## src/rtl/dual_divider_top.sv

```systemverilog
`timescale 1ns/1ps
// rtl/dual_divider_top.sv - unsigned divider with parallel restoring and non-restoring cores
module dual_divider_top #(
    parameter int WIDTH = 8
) (
    input  logic             clk,
    input  logic             rst_n,
    input  logic [WIDTH-1:0] x,
    input  logic [WIDTH-1:0] y,
    input  logic             start,
    output logic [WIDTH-1:0] z1,
    output logic [WIDTH-1:0] r1,
    output logic [WIDTH-1:0] z2,
    output logic [WIDTH-1:0] r2,
    output logic             busy
);

    localparam int CW = (WIDTH > 1) ? $clog2(WIDTH) : 1;

    typedef enum logic [1:0] {IDLE, RUN, FIX} state_t;

    state_t state, state_nxt;

    logic [CW-1:0]    cnt;
    logic [WIDTH-1:0] dvd;
    logic [WIDTH-1:0] dvs;
    logic [WIDTH-1:0] q1;
    logic [WIDTH-1:0] q2;
    logic [WIDTH-1:0] rem1;
    logic [WIDTH:0]   rem2;

    logic [WIDTH:0]   sh1;
    logic             ge1;
    logic [WIDTH-1:0] diff1;
    logic [WIDTH-1:0] rem1_nxt;
    logic [WIDTH+1:0] sh2;
    logic [WIDTH+1:0] add2;
    logic [WIDTH-1:0] rem2_fix;

    // Restoring step: remainder always stays below the divisor, so WIDTH bits hold it
    always_comb begin
        sh1      = {rem1, dvd[WIDTH-1]};
        ge1      = (sh1 >= {1'b0, dvs});
        diff1    = sh1[WIDTH-1:0] - dvs;
        rem1_nxt = ge1 ? diff1 : sh1[WIDTH-1:0];
    end

    // Non-restoring step: stored remainder lies in [-dvs, dvs-1]; one guard bit covers 2*rem+bit
    always_comb begin
        sh2      = {rem2, dvd[WIDTH-1]};
        add2     = rem2[WIDTH] ? (sh2 + {2'b00, dvs}) : (sh2 - {2'b00, dvs});
        rem2_fix = rem2[WIDTH-1:0] + (rem2[WIDTH] ? dvs : {WIDTH{1'b0}});
    end

    always_ff @(posedge clk) begin
        if (rst_n) begin
            state <= IDLE;
        end else begin
            state <= state_nxt;
        end
    end

    always_comb begin
        state_nxt = state;
        case (state)
            IDLE: if (start) state_nxt = RUN;
            RUN:  if (cnt == CW'(WIDTH - 1)) state_nxt = FIX;
            FIX:  state_nxt = IDLE;
            default: state_nxt = IDLE;
        endcase
    end

    assign busy = (state != IDLE);

    always_ff @(posedge clk) begin
        if (rst_n) begin
            cnt  <= '0;
            dvd  <= '0;
            dvs  <= '0;
            q1   <= '0;
            q2   <= '0;
            rem1 <= '0;
            rem2 <= '0;
            z1   <= '0;
            r1   <= '0;
            z2   <= '0;
            r2   <= '0;
        end else begin
            case (state)
                IDLE: begin
                    if (start) begin
                        dvd  <= x;
                        dvs  <= y;
                        q1   <= '0;
                        q2   <= '0;
                        rem1 <= '0;
                        rem2 <= '0;
                        cnt  <= '0;
                    end
                end
                RUN: begin
                    dvd  <= {dvd[WIDTH-2:0], 1'b0};
                    rem1 <= rem1_nxt;
                    q1   <= {q1[WIDTH-2:0], ge1};
                    rem2 <= add2[WIDTH:0];
                    q2   <= {q2[WIDTH-2:0], ~add2[WIDTH+1]};
                    cnt  <= cnt + 1'b1;
                end
                FIX: begin
                    z1 <= q1;
                    r1 <= rem1;
                    z2 <= q2;
                    r2 <= rem2_fix;
                end
                default: ;
            endcase
        end
    end

endmodule

```

## config.mk

```make
export PLATFORM = sky130hd
export DESIGN_NAME = dual_divider_top
export DESIGN_NICKNAME = d
export VERILOG_FILES = /design/src/rtl/dual_divider_top.sv
export SDC_FILE = /design/constraint.sdc
export NUM_CORES = 1
export LEC_CHECK = 0
export ABC_AREA = 1
export CORE_UTILIZATION = 30
export DETAILED_ROUTE_END_ITERATION = 16
export GPL_ROUTABILITY_DRIVEN = 0
export PLACE_DENSITY = 0.53
export SYNTH_ARGS = -nofsm -noshare
export SYNTH_HDL_FRONTEND = slang
export SYNTH_SLANG_ARGS = --single-unit
```

## constraint.sdc

```tcl
create_clock -name clk -period 3.4 [get_ports clk]
set_input_delay 1.02 -clock clk [delete_from_list [all_inputs] [get_ports clk]]
set_output_delay 1.02 -clock clk [all_outputs]
set_load 0.05 [all_outputs]
```

==> impl_metrics.env <==
export IMPL_start_kind="flip-flop"
export IMPL_tns_ns=0
export IMPL_die_y_um=125
export IMPL_viasPerCell=4.76
export IMPL_syn_area_um2=4530
export IMPL_cts_sinks=86
export IMPL_power_frac_comb_pct=35.4
export IMPL_whs_ns=0.462
export IMPL_final_nets=733
export IMPL_hold_viol_final=0
export IMPL_end_kind="primary output"
export IMPL_first_iter_violations=176
export IMPL_syn2layout_area_growth_pct=20.9
export IMPL_rsz0062_at_grt="false"
export IMPL_post_route_period_util_pct=77.3
export IMPL_finalInstanceArea_um2=5470
export IMPL_cts_buffer_depth=2
export IMPL_layout_min_cycle_time_ns=2.63
export IMPL_clkPwrFrac_pct=29.1
export IMPL_maxSlewHeadroom_pct=40.2
export IMPL_cts_resized=0
export IMPL_antenna_found_initial=0
export IMPL_finalNonFillerCells=873
export IMPL_powerDensity_nw_per_um2=589
export IMPL_min_to="dvd[0]"
export IMPL_syn_nets=693
export IMPL_cts_root_buf="clkbuf_16"
export IMPL_drtPass1Iterations=10
export IMPL_violations="design-rule violations"
export IMPL_pre_cts_ws_ns=0.815
export IMPL_grt_pass1_vias=4010
export IMPL_post_route_util_pct=37.4
export IMPL_wl_per_cell_um=12.9
export IMPL_core_um2=14600
export IMPL_io_buffers=51
export IMPL_critPathMaxFanout=3
export IMPL_start_util_pct=30.9
export IMPL_die_w_um=125
export IMPL_r2r_cells=13
export IMPL_insertion_delay_ns=0.34
export IMPL_vdd_ir_drop_worst_v=0.000273
export IMPL_power_leakage_nw=2.48
export IMPL_outcome="complete, but fails checks"
export IMPL_min_path_cells=2
export IMPL_yosys_area_top_type_share_pct=38.0
export IMPL_p_sw_mw=1.20
export IMPL_cts_buffers=9
export IMPL_switching_share_pct=37.1
export IMPL_nFillCells=1522
export IMPL_synth_seq_area_share_pct=38.0
export IMPL_die_area_um2=15600
export IMPL_drv_slew=0
export IMPL_rr_startpoint="dvs[1]"
export IMPL_synth_edff_count=0
export IMPL_placed_area_um2=5190
export IMPL_cp_arrival_ns=1.61
export IMPL_htreeDepth=3
export IMPL_drive_above_1_share_pct=4.93
export IMPL_worstSetupPathType="reg2out"
export IMPL_route_vias_total=4156
export IMPL_synth_top_area_cell="dfxtp_1"
export IMPL_io_pins=52
export IMPL_n_antenna_cell=0
export IMPL_syn_area_per_cell_um2=7.03
export IMPL_synth_async_reset_ratio_pct=0
export IMPL_wl_mm=11.2
export IMPL_rows=44
export IMPL_drc=6
export IMPL_synthTopCellsByArea="dfxtp_1 (38%), nand2_1 (12%), a21oi_1 (8.1%)"
export IMPL_yosysUniqueCellTypes=31
export IMPL_min_path_type="reg2reg"
export IMPL_syn_inst=644
export IMPL_yosys_warnings=0
export IMPL_pwr_share_seq_pct=35.5
export IMPL_hold_buffers=0
export IMPL_cts_tree="done"
export IMPL_worstPathRequired_ns=2.38
export IMPL_cap_violations=0
export IMPL_grt_use_total_pct=15.3
export IMPL_placed_cells=857
export IMPL_fin_total_pwr_mw=3.22
export IMPL_setup_viol_count_final=0
export IMPL_rr_endpoint="rem2[8]"
export IMPL_ys_seq_elements=86
export IMPL_grt_pass1_wl_mm=19.0
export IMPL_grt_max_degree=52
export IMPL_setup_ws_ns=0.771
export IMPL_skew_ns=0.00872
export IMPL_dpl_hpwl_mm=8.12
export IMPL_intPower_mw=2.03
export IMPL_grt_overflow_total=0
export IMPL_post_cts_buffers=0
export IMPL_ant_nets=0
export IMPL_regToRegSetupSlack_ns=0.86
export IMPL_tightest_slew_ns=0.896
export IMPL_timing_fmax_mhz=380
export IMPL_ys_flop_type="dfxtp_1"
export IMPL_hold_start="dvd[0]"
export IMPL_path_clk_slew_ns=0.07
-- how the worst max path moves through the flow --
stage | start | end | slack [ns] | cells past startpoint
2_1_floorplan | dvs[1] | rem2[8] | 1.30 | 13
6_report | state[0] | busy | 0.77 | 3
4_1_cts | state[0] | busy | 0.75 | 3
5_1_grt | dvs[1] | rem2[8] | 0.64 | 13
3_3_place_gp | start | q2[0] | 0.84 | 7
3_5_place_dp | start | rem2[6] | 0.82 | 7
-- logic make-up (layout without fill, tap and decap cells) --
| family | after synthesis | after routing | synth area share, % |
|---|---|---|---|
| simple gates | 270 | 270 | 24.7 |
| compound gates | 142 | 142 | 16.9 |
| buf+inv | 102 | 147 | 8.95 |
| flops | 86 | 86 | 38.0 |
| fa+ha+maj | 30 | 30 | 8.78 |
| xor+xnor | 14 | 14 | 2.71 |
-- state kept, by name (all words and copies together) (netlist names) --
register,flops
z2,8
q1,8
q2,8
rem1,8
dvd,8
r2,8
dvs,8
state,2
r1,8
z1,8
cnt,3
rem2,9
-- power by group through the flow --
stage	combinational, mW	sequential, mW	clock (mW)
after floorplan	0.939	1.14	0
after global placement	1.13	1.16	0
after detailed placement	1.15	1.17	0
after CTS	1.15	1.14	0.969
after global routing	1.31	1.15	1.01
final	1.14	1.14	0.939
-- routing by layer --
| layer | vias to the layer above | global-route usage, % | share of wire (%) |
|---|---|---|---|
| met5 | - | 0 | 0 |
| met4 | 0 | 4.73 | 2.0 |
| met3 | 13 | 3.74 | 4.2 |
| met2 | 74 | 26.8 | 48 |
| met1 | 1893 | 18.3 | 45 |
| li1 | 2176 | - | - |
-- cell type report --
type | instances | area (um2) | area share, %
clock buffer | 11 | 243 | 4.43
clock inverter | 5 | 41.3 | 0.754
inverter | 74 | 278 | 5.07
multi-input combinational | 456 | 2410 | 44.0
sequential | 86 | 1720 | 31.5
tap | 184 | 230 | 4.21
timing repair buffer | 57 | 551 | 10.1
-- Yosys cell counts (2+ instances only) --
master    count
nand2_1     141
dfxtp_1      86
a21oi_1      73
nor2_1       73
inv_1        72
o21ai_0      45
nand3_1      37
ha_1         27
clkbuf_1     19
a211oi_1     14
xor2_1       11
buf_2         6
nand4_1       6
a21o_1        4
a31oi_1       4
fa_1          3
or2_2         3
xnor2_1       3
buf_4         2
inv_2         2
nor2_2        2
nor3_1        2
-- placed cells by master (no fill, tap or decap), types with 2 or more instances in the layout --
cell / netlist / final
nor2_2: 2 / 2
nand4_1: 6 / 6
xnor2_1: 3 / 3
inv_2: 2 / 2
a31oi_1: 4 / 4
a21oi_1: 73 / 73
fa_1: 3 / 3
nand2_1: 141 / 141
o21ai_0: 45 / 45
or2_2: 3 / 3
dfxtp_1: 86 / 86
inv_6: 0 / 2
nand3_1: 37 / 37
clkinvlp_4: 0 / 2
nor3_1: 2 / 2
a211oi_1: 14 / 14
nor2_1: 73 / 72
clkdlybuf4s50_1: 0 / 50
clkbuf_16: 0 / 9
inv_1: 72 / 72
buf_4: 2 / 6
a21o_1: 4 / 4
ha_1: 27 / 27
xor2_1: 11 / 11
-- worst max-delay path, cell delays in order (launching register included) --
cell and delay (ns):
dfxtp_1 0.36, nor2_1 0.07, inv_1 0.05, clkdlybuf4s50_1 0.79
Note: power is estimated with default switching activity, not from simulation.
